==> src/rtl/cpu_hazard_pkg.sv <==
// +--------------------------------------------------------------------+
// | cpu_hazard_pkg: forward-select encodings, history fields, FSM states |
// | Rev 1.0                                                            |
// +--------------------------------------------------------------------+
`default_nettype none

package cpu_hazard_pkg;

  localparam logic [1:0] FWD_RF  = 2'b00;
  localparam logic [1:0] FWD_EX  = 2'b01;
  localparam logic [1:0] FWD_MEM = 2'b10;
  localparam logic [1:0] FWD_WB  = 2'b11;

  typedef enum logic [0:0] {
    ST_IDLE  = 1'b0,
    ST_STALL = 1'b1
  } stall_state_e;

  // History entries are {is_load, dst}; the load flag sits just above the index.
  function automatic int is_load_bit(input int reg_w);
    return reg_w;
  endfunction

endpackage

`default_nettype wire

==> src/rtl/hazard_match.sv <==
// +--------------------------------------------------------------------+
// | hazard_match: one decode source against the EX/MEM/WB history       |
// | Rev 1.0                                                            |
// +--------------------------------------------------------------------+
`default_nettype none

module hazard_match
  import cpu_hazard_pkg::*;
#(
  parameter int FWD_EN = 1,
  parameter int REG_W  = 5
) (
  input  logic [REG_W-1:0] src_i,
  input  logic             use_i,
  input  logic [REG_W:0]   hist1_i,
  input  logic [REG_W:0]   hist2_i,
  input  logic [REG_W:0]   hist3_i,
  output logic             match1_o,
  output logic             match2_o,
  output logic             load1_o,
  output logic [1:0]       fwd_o
);

  localparam int IS_LOAD_BIT = is_load_bit(REG_W);

  logic w_live;
  logic w_match3;

  // r0 is hardwired zero, so neither a zero source nor a zero dst can alias.
  assign w_live   = use_i && (src_i != '0);
  assign match1_o = w_live && (hist1_i[REG_W-1:0] == src_i);
  assign match2_o = w_live && (hist2_i[REG_W-1:0] == src_i);
  assign w_match3 = w_live && (hist3_i[REG_W-1:0] == src_i);
  assign load1_o  = hist1_i[IS_LOAD_BIT];

  always_comb begin
    fwd_o = FWD_RF;
    if (FWD_EN != 0) begin
      if (match1_o) begin
        fwd_o = load1_o ? FWD_RF : FWD_EX;
      end else if (match2_o) begin
        fwd_o = FWD_MEM;
      end else if (w_match3) begin
        fwd_o = FWD_WB;
      end
    end
  end

endmodule

`default_nettype wire

==> src/rtl/hazard_stall_ctrl.sv <==
// +--------------------------------------------------------------------+
// | hazard_stall_ctrl: decode RAW hazard forwarding and stall control   |
// | Rev 1.0                                                            |
// +--------------------------------------------------------------------+
`default_nettype none

module hazard_stall_ctrl
  import cpu_hazard_pkg::*;
#(
  parameter int FWD_EN = 1,
  parameter int REG_W  = 5,
  parameter int PERF_W = 32
) (
  input  logic              clk,
  input  logic              rst,
  input  logic              id_valid,
  input  logic [REG_W-1:0]  id_rs,
  input  logic [REG_W-1:0]  id_rt,
  input  logic              id_use_rs,
  input  logic              id_use_rt,
  input  logic [REG_W:0]    hist1,
  input  logic [REG_W:0]    hist2,
  input  logic [REG_W:0]    hist3,
  input  logic              flush,
  output logic              stall,
  output logic              bubble,
  output logic [1:0]        fwd_a,
  output logic [1:0]        fwd_b,
  output logic [PERF_W-1:0] stall_cnt
);

  stall_state_e      state_q, state_d;
  logic [1:0]        remain_q, remain_d;
  logic [PERF_W-1:0] stall_cnt_q, stall_cnt_d;

  logic       w_m1_a, w_m2_a, w_ld1_a;
  logic       w_m1_b, w_m2_b, w_ld1_b;
  logic [1:0] w_n_a, w_n_b, w_n;
  logic       w_stall;

  hazard_match #(.FWD_EN(FWD_EN), .REG_W(REG_W)) u_match_a (
    .src_i    (id_rs),
    .use_i    (id_use_rs),
    .hist1_i  (hist1),
    .hist2_i  (hist2),
    .hist3_i  (hist3),
    .match1_o (w_m1_a),
    .match2_o (w_m2_a),
    .load1_o  (w_ld1_a),
    .fwd_o    (fwd_a)
  );

  hazard_match #(.FWD_EN(FWD_EN), .REG_W(REG_W)) u_match_b (
    .src_i    (id_rt),
    .use_i    (id_use_rt),
    .hist1_i  (hist1),
    .hist2_i  (hist2),
    .hist3_i  (hist3),
    .match1_o (w_m1_b),
    .match2_o (w_m2_b),
    .load1_o  (w_ld1_b),
    .fwd_o    (fwd_b)
  );

  // Without forwarding a producer k stages back needs 3-k bubbles; WB writes through.
  always_comb begin
    w_n_a = 2'd0;
    w_n_b = 2'd0;
    if (FWD_EN != 0) begin
      if (w_m1_a && w_ld1_a) w_n_a = 2'd1;
      if (w_m1_b && w_ld1_b) w_n_b = 2'd1;
    end else begin
      if (w_m1_a)      w_n_a = 2'd2;
      else if (w_m2_a) w_n_a = 2'd1;
      if (w_m1_b)      w_n_b = 2'd2;
      else if (w_m2_b) w_n_b = 2'd1;
    end
    w_n = (w_n_a > w_n_b) ? w_n_a : w_n_b;
  end

  always_comb begin
    state_d  = state_q;
    remain_d = remain_q;
    w_stall  = 1'b0;
    if (flush) begin
      state_d  = ST_IDLE;
      remain_d = 2'd0;
    end else begin
      case (state_q)
        ST_IDLE: begin
          if (id_valid && (w_n != 2'd0)) begin
            w_stall = 1'b1;
            if (w_n >= 2'd2) begin
              state_d  = ST_STALL;
              remain_d = w_n - 2'd1;
            end
          end
        end
        ST_STALL: begin
          w_stall  = 1'b1;
          remain_d = remain_q - 2'd1;
          if (remain_q == 2'd1) state_d = ST_IDLE;
        end
        default: begin
          state_d  = ST_IDLE;
          remain_d = 2'd0;
        end
      endcase
    end
  end

  always_comb begin
    stall_cnt_d = stall_cnt_q;
    if (w_stall && !(&stall_cnt_q)) begin
      stall_cnt_d = stall_cnt_q + {{(PERF_W-1){1'b0}}, 1'b1};
    end
  end

  always_ff @(posedge clk or posedge rst) begin
    if (rst) begin
      state_q     <= ST_IDLE;
      remain_q    <= 2'd0;
      stall_cnt_q <= '0;
    end else begin
      state_q     <= state_d;
      remain_q    <= remain_d;
      stall_cnt_q <= stall_cnt_d;
    end
  end

  // Masked in reset so a hazard on the inputs cannot leak a stall through IDLE.
  assign stall     = w_stall && !rst;
  assign bubble    = stall;
  assign stall_cnt = stall_cnt_q;

endmodule

`default_nettype wire

==> config.mk <==
export PLATFORM = sky130hd
export DESIGN_NAME = hazard_stall_ctrl
export DESIGN_NICKNAME = d
export VERILOG_FILES = /design/src/rtl/cpu_hazard_pkg.sv /design/src/rtl/hazard_match.sv /design/src/rtl/hazard_stall_ctrl.sv
export SDC_FILE = /design/constraint.sdc
export NUM_CORES = 1
export LEC_CHECK = 0
export BUFFER_PORTS_ARGS = -buffer_cell sky130_fd_sc_hd__buf_4
export CORE_AREA = 2 2 77 79
export DETAILED_ROUTE_END_ITERATION = 10
export DIE_AREA = 0 0 79 81
export PLACE_DENSITY_LB_ADDON = 0.2
export SLEW_MARGIN = 20
export SYNTH_ARGS = -nofsm -noshare
export SYNTH_HDL_FRONTEND = slang
export SYNTH_SLANG_ARGS = --single-unit
==> constraint.sdc <==
create_clock -name clk -period 2.4 [get_ports clk]
set_input_delay 0.48 -clock clk [delete_from_list [all_inputs] [get_ports clk]]
set_output_delay 0.48 -clock clk [all_outputs]
set_load 0.05 [all_outputs]
# == Word-level counts from Yosys, hierarchy flattened ==
# Index checks and enable logic that the tools add are counted.
# word_totals
ff_bits,35
latchBits,0
mem_bits_rw,0
mem_bits_ro,0
inputBits,34
elab_cells,60
memories,0
# op_classes
add_sub_neg,3
n_mul,0
div_mod_pow,0
n_lt_le_gt_ge,2
n_eq_ne,9
shift,0
muxes,22
bitwise,1
reduce_logical,20
# op_table
cell,count
adder 32 x 1 -> 32 bit (second input constant),1
AND reduction 32 bit,1
== test 5 bit,6
2-to-1 mux 2 bit,10
logical AND 1 bit,13
nonzero test 5 bit,2
2-to-1 mux 1 bit,9
inequality test 3 bit (second input constant),2
one-hot mux 1 bit (2 select lines),2
one-hot mux 2 bit (2 select lines),1
subtractor 2 x 1 -> 2 bit (second input constant),2
== test 2 x 1 -> 1 bit (second input constant),1
greater-or-equal comparator 2 bit (second input constant),1
> comparator 2 bit,1
zero test 1 bit,2
AND reduction 2 bit,1
nonzero test 2 bit,1
NOT 1 bit,1

# == Longest topological paths before layout ==
# Gate-level depths: netlist (run 1).
# depth
depth_word,13
mapped_depth,9
ltp_nobuf,8

# == By module ==
# A second synthesis (run 1) with hierarchy kept.
# unflattened
cells_unflattened,218
hier_area_um2,2178.3
# modules_own_cells
mod,n_inst,cells_per_inst,area_per_inst_um2,seq_area_each_um2
hazard_stall_ctrl,1,156,1717.9,875.8
hazard_match,2,31,230.2,0.0

# == Worst setup path after synthesis (run 1) ==
# Ideal clock, no wire load.
# synth_path
path_type,input to output
start,input id_rt[3]
end,output stall
arrival_ns,2.829
t_required_ns,1.920
setup_slack_ns,-0.909
stages,7
n_path_buf,1
cell_sequence,or4_1 o21ai_2 nor4_2 or2_4 a31oi_1 nor3_1 buf_4
# synth_between
elab_chain_len,13
word_cells_on_any_way,14
# synth_rtl
item,line,rtl
from (decl),hazard_stall_ctrl.sv:18,"input logic [REG_W-1:0] id_rt,"
nonzero test 5 bit,hazard_match.sv:30,assign w_live = use_i && (src_i != '0);
logical AND 1 bit,hazard_match.sv:30,
logical AND 1 bit (*),hazard_match.sv:31,assign match1_o = w_live && (hist1_i[REG_W-1:0] == src_i);
logical AND 1 bit (*),hazard_stall_ctrl.sv:71,if (w_m1_b && w_ld1_b) w_n_b = 2'd1;
2-to-1 mux 1 bit (*),hazard_stall_ctrl.sv:71,
> comparator 2 bit,hazard_stall_ctrl.sv:78,w_n = (w_n_a > w_n_b) ? w_n_a : w_n_b;
2-to-1 mux 2 bit (*),hazard_stall_ctrl.sv:78,
nonzero test 2 bit (*),hazard_stall_ctrl.sv:91,if (id_valid && (w_n != 2'd0)) begin
logical AND 1 bit (*),hazard_stall_ctrl.sv:91,
2-to-1 mux 1 bit (*),hazard_stall_ctrl.sv:91,
one-hot mux 1 bit (2 select lines) (*),hazard_stall_ctrl.sv:89,case (state_q)
2-to-1 mux 1 bit (*),hazard_stall_ctrl.sv:85,if (flush) begin
logical AND 1 bit (*),hazard_stall_ctrl.sv:132,assign stall = w_stall && !rst;
to (decl),hazard_stall_ctrl.sv:25,"output logic stall,"
# Mark *: on every way between the ends. The rest lies on a longest branch, timed or not.

# == Final worst setup path (run 1) ==
# layout_path
start,input id_rt[4]
end,output bubble
# layout_between
elab_chain_len,13
word_cells_on_any_way,14
# layout_rtl
item,line,rtl
nonzero test 5 bit,hazard_match.sv:30,
logical AND 1 bit,hazard_match.sv:30,
logical AND 1 bit (*),hazard_match.sv:31,
logical AND 1 bit (*),hazard_stall_ctrl.sv:71,
2-to-1 mux 1 bit (*),hazard_stall_ctrl.sv:71,
> comparator 2 bit,hazard_stall_ctrl.sv:78,
2-to-1 mux 2 bit (*),hazard_stall_ctrl.sv:78,
nonzero test 2 bit (*),hazard_stall_ctrl.sv:91,
logical AND 1 bit (*),hazard_stall_ctrl.sv:91,
2-to-1 mux 1 bit (*),hazard_stall_ctrl.sv:91,
one-hot mux 1 bit (2 select lines) (*),hazard_stall_ctrl.sv:89,
2-to-1 mux 1 bit (*),hazard_stall_ctrl.sv:85,
logical AND 1 bit (*),hazard_stall_ctrl.sv:132,
to (decl),hazard_stall_ctrl.sv:26,"output logic bubble,"
# Marks and branches as above.

==> results of run 1 <==
## where the power goes
part | total, uW | internal, uW | switching (uW)
Sequential | 605 | 596 | 8.85
Combinational | 221 | 105 | 117
Clock | 418 | 203 | 216
## final cells by class
type	instances	area, um^2
fill	533	2520
multi-input combinational	178	1330
sequential	35	880
timing repair buffer	93	752
tap	75	93.8
clock buffer	6	72.6
inverter	5	18.8
clock inverter	2	12.5
## Yosys cell counts
master    instances  area (um^2)
buf_6             1         11.3
nand3_1          19         95.1
o21ai_1           1         5.00
nor4_2            2         25.0
inv_1             5         18.8
a211oi_1          1         7.51
clkbuf_1          1         3.75
nand4_1          11         68.8
a31oi_1           1         6.26
nor2_1           14         52.6
o21a_1            2         15.0
o211ai_4          1         21.3
buf_4             1         7.51
dfrtp_1          35          876
nor3_1            8         40.0
nor4_1            8         50.1
nand2_1          18         67.6
and3_1            2         12.5
or2_4             1         8.76
xor2_1           26          228
nand3b_1          1         7.51
a21oi_2           1         8.76
or4_4             1         11.3
xnor2_1          33          289
or4_1             2         15.0
nor3_2            3         30.0
o21ai_2           2         17.5
or2_2             2         12.5
ha_1              2         25.0
nor3b_1           1         7.51
or3_1             1         6.26
mux2i_1           3         30.0
nand2b_1          2         12.5
o211a_1           1         10.0
a21oi_1           7         35.0
nand4b_1          1         8.76
## how the worst min path moves through the flow
stage | from | endpoint | slack [ps] | depth (start not counted)
after floorplan | remain_q[1]$_DFFE_PP0P_ | remain_q[1]$_DFFE_PP0P_ | 490 | 2
after global placement | stall_cnt[12]$_DFFE_PP0P_ | stall_cnt[12]$_DFFE_PP0P_ | 490 | 1
after detailed placement | stall_cnt[31]$_DFFE_PP0P_ | stall_cnt[31]$_DFFE_PP0P_ | 490 | 1
after CTS | rst | remain_q[1]$_DFFE_PP0P_ | 330 | 3
after global routing | rst | remain_q[0]$_DFFE_PP0P_ | 340 | 3
final | rst | remain_q[0]$_DFFE_PP0P_ | 310 | 3
## flip-flops by register name (all words and copies together) (netlist names)
name,count
state_q,1
stall_cnt,32
remain_q,2
## through the flow
step	setup WS, ps	instances
after floorplan	-172	221
after global placement	-236	384
after detailed placement	-244	384
after CTS	-107	394
after global routing	-165	394
final	-127	394
## worst register-to-register path: stages (launching register included)
cell and delay (ps):
dfrtp_1 420, nand3_1 130, nor2_1 200, nand4_1 150, or4_4 610, a21oi_2 290
nand4_1 160, xnor2_1 150
## repair_timing
| action | CTS | global route |
|---|---|---|
| pin swaps | 9 | 12 |
| setup buffers | 2 | 0 |
| cloned | 0 | 0 |
| gates resized for setup | 12 | 6 |
| setup endpoints to repair | 6 | 6 |
## logic make-up (layout without fill, tap and decap cells)
group / Yosys count / in the layout / synth area share, %
AOI/OAI and AO/OA: 17 / 17 / 5.89
xor gates and xnor gates: 59 / 59 / 24.1
adders and majority gates: 2 / 2 / 1.17
buffers and inverters: 8 / 106 / 1.92
DFF: 35 / 35 / 40.8
muxes: 3 / 3 / 1.40
and+or+nand+nor: 97 / 97 / 24.8
## routing by layer
layer,vias up,track usage (%),share of wire (%)
li1,966,-,-
met1,961,22.9,44
met2,58,28.9,50
met3,4,3.67,5.3
met4,0,5.00,0.52
met5,-,0,0
==> out/qor.csv, run 1 <==
metric;value;unit
final setup TNS;-359;ps
GR Overflow Total;0;
crit-path leading delay family;simple AND/OR/NAND/NOR gates;
setup ws final;-127;ps
Buf/Inv on CP;2;
Setup CP Type;in -> out;
synthesized flop and latch total;35;
Final Hold Viols;0;
Critical Path End;bubble;
mapped cell area;0.00215;mm^2
Final setup violation count;5;
Worst path max stage delay;540;ps
Initial Utilization;37.8;%
RSZ-0062 raised after global routing;true;
gr usage total;17.3;%
DRC viols;0;
buffers added on ports;69;
VDD IR max;230;uV
syn nets;257;
post-place instance area;0.00298;mm^2
Max Clk Rate;0.396;GHz
MaxCap Viol Count;0;
Pwr Total;1240;uW
largest net degree at the start of global routing;36;
crit-path cells;buf_6 > or4_4 > o21ai_4 > nor4_4 > or2_4 > a31oi_4 > nor3_4 > buf_6;
final period utilization;105;%
Crit path arrival time;2050;ps
routed wire length per instance;13.3;um
Area Growth Syn to Fin;47.0;%
Final Util;55.6;%
Sink Count;35;
layout cells sized above 1;39.8;%
clock root cell;clkbuf_8;
worst-margin pin slew;445;ps
DIE AREA;0.00640;mm^2
DIE WIDTH;79;um
global-route wire length before repair;8.81;mm
drt via density;5.05;
Post-DP HPWL;4.18;mm
Hold WC Path Type;in -> async;
CTS Buf Count;5;
Routed Antenna Nets;0;
commonest non-fill, non-tap cell in the layout;buf_4;
vias in the first global route;1977;
Skew-Pair Late Insertion Delay;290;ps
Post-CTS Hold Buffers;0;
most frequent cells in the layout;buf_4 (81), xnor2_1 (33), dfrtp_1 (32);
Top Ports;72;
highest-delay cell along the critical path;or4_4;
leakage;0.00143;uW
# rows;28;
startpoint types;primary input;
Max-Slew Margin vs Limit;70.1;%
die outline height;81;um
Mapped Cells;221;
synthesized area per cell;9.72;um^2
crit-path max FO;3;
final layout net count;354;
Tmin final;2530;ps
initial antenna violation count;0;
register area share after synthesis;40.8;%
clk_skew;1.88;ps
Slew Limit Fails;0;
clk slew on worst S/H paths;70;ps
YS warnings;0;
CTS tree;yes;
core area;0.00568;mm^2
status;finished, violations left;
Crit. Startpoint;id_rt[4];
routed wire length;5.24;mm
Crit. End Element;output pin;
Reg2Reg Depth;7;
flop2flop setup slack;180;ps
ANT cells;0;
H-tree depth;2;
worst path required time;1920;ps
total power density per cell area;394;mW/mm^2
r2r startpoint;stall_cnt[3]$_DFFE_PP0P_;
worst hold slack;306;ps
r2r endpoint;stall_cnt[27]$_DFFE_PP0P_;
vias after detailed routing;1989;
failing checks;negative setup slack;
initial DRC count;102;
number of cells on the critical path;8;
Clock Tree Buf Depth;2;
drt pass-1 iters;4;
Most common cell on crit path;buf_6;
Final Cell Area;0.00316;mm^2
RD Place Congestion;0.789;
Yosys cell types;36;
Power figures use the tool's default switching activity.
==> run 2: changes to the inputs <==
- CORE_AREA: 2 2 77 79 -> 2 2 72 74
- DIE_AREA: 0 0 79 81 -> 0 0 74 76
==> out/qor.csv, run 2 (same netlist as run 1, synthesis figures left out) <==
metric;value;unit
MaxCap Viol Count;0;
Area Growth Syn to Fin;49.1;%
clock root cell;clkbuf_8;
Clock Tree Buf Depth;2;
flop2flop setup slack;130;ps
Top Ports;72;
P_sw;347;uW
worst-margin pin slew;449;ps
drt via density;5.06;
final setup TNS;-286;ps
DIE AREA;0.00562;mm^2
ANT cells;0;
drt pass-1 iters;4;
DIE WIDTH;74;um
initial DRC count;102;
Tmin final;2480;ps
Max-Slew Margin vs Limit;70.1;%
routed wire length per instance;13.4;um
sequential power share;44.5;%
Setup CP Type;in -> out;
VDD IR max;248;uV
DRC viols;0;
crit-path max FO;3;
leakage;0.00146;uW
CTS Buf Count;5;
Post-DP HPWL;4.04;mm
Cell Int Power;1010;uW
post-place instance area;0.00299;mm^2
most frequent cells in the layout;buf_4 (86), xnor2_1 (33), dfrtp_1 (32);
Final Cell Area;0.00320;mm^2
r2r endpoint;stall_cnt[30]$_DFFE_PP0P_;
clk slew on worst S/H paths;70;ps
startpoint types;primary input;
Crit path arrival time;2000;ps
Reg2Reg Depth;7;
Post-CTS Hold Buffers;0;
failing checks;negative setup slack;
r2r startpoint;stall_cnt[0]$_DFFE_PP0P_;
Max Clk Rate;0.402;GHz
worst path required time;1920;ps
core area;0.00491;mm^2
Routed Antenna Nets;0;
RSZ-0062 raised after global routing;true;
Crit. End Element;output pin;
vias after detailed routing;1980;
GR Overflow Total;0;
RD Place Congestion;0.773;
max reg flops;32;
largest net degree at the start of global routing;36;
Final setup violation count;4;
gr usage total;19.5;%
Sink Count;35;
H-tree depth;2;
Clock Power Share;39.1;%
Final Util;65.2;%
Initial Utilization;43.7;%
Skew-Pair Late Insertion Delay;290;ps
routed wire length;5.24;mm
final period utilization;104;%
Slew Limit Fails;0;
global-route wire length before repair;8.64;mm
clk_skew;7.08;ps
# rows;26;
Hold WC Path Type;in -> async;
vias in the first global route;1921;
CTS tree;yes;
status;finished, violations left;
switch share;25.6;%
initial antenna violation count;0;
buffers added on ports;69;
layout cells sized above 1;40.8;%
Final Hold Viols;0;
commonest non-fill, non-tap cell in the layout;buf_4;
total power density per cell area;424;mW/mm^2
final layout net count;356;
die outline height;76;um
combinational fraction of design power;16.4;%
setup ws final;-84.5;ps
run 2: worst max-delay path by stage:
| stage | from | slack, ps | to |
|---|---|---|---|
| 3_5_place_dp | id_rt[0] | -260 | bubble |
| 2_1_floorplan | id_rt[3] | -170 | stall |
| 3_3_place_gp | id_rt[0] | -210 | stall |
| 5_1_grt | id_rs[4] | -160 | stall |
| 6_report | id_rt[0] | -80 | stall |
| 4_1_cts | id_rs[4] | -130 | stall |
run 2: timing repair:
action	in CTS	in global routing
setup endpoints to repair	6	7
buffers inserted	0	2
pin swaps	9	7
resized for setup	12	5
cloned	0	0
run 2: routing by layer:
metal	part of all wire, %	global-route usage (%)	up-vias	wire length, um
met3	4.4	3.57	8	230
met5	0	0	-	0
li1	-	-	975	-
met2	50	31.6	56	2640
met1	43	25.0	941	2260
met4	2.3	8.18	0	119
run 2: final cells by class:
class / count / area, um^2
Multi-Input combinational cell: 178 / 1350
Fill cell: 414 / 1710
Inverter: 5 / 18.8
Tap cell: 70 / 87.6
Sequential cell: 35 / 880
Timing Repair Buffer: 95 / 756
Clock buffer: 5 / 68.8
Clock inverter: 3 / 43.8
run 2: worst max-delay path, stage by stage:
cell	delay, ps
buf_6	90
or4_4	540
o21ai_4	200
nor4_4	70
or2_4	250
a31oi_4	160
nor3_4	60
buf_6	150
run 2: power groups by stage:
stage / clock [uW] / combinational [uW] / sequential (uW)
floorplan: 0 / 83.9 / 634
global placement: 0 / 208 / 616
detailed placement: 0 / 211 / 616
CTS: 538 / 218 / 604
global route: 559 / 241 / 605
finish: 531 / 223 / 604
run 2: metrics by stage:
stage          setup slack (ps)  cells  hold WS, ps  power (uW)
2_1_floorplan              -172    221          486         718
4_1_cts                    -131    389          327        1360
3_3_place_gp               -210    381          484         823
5_1_grt                    -156    391          367        1400
6_report                  -84.5    391          312        1360
3_5_place_dp               -256    381          487         826
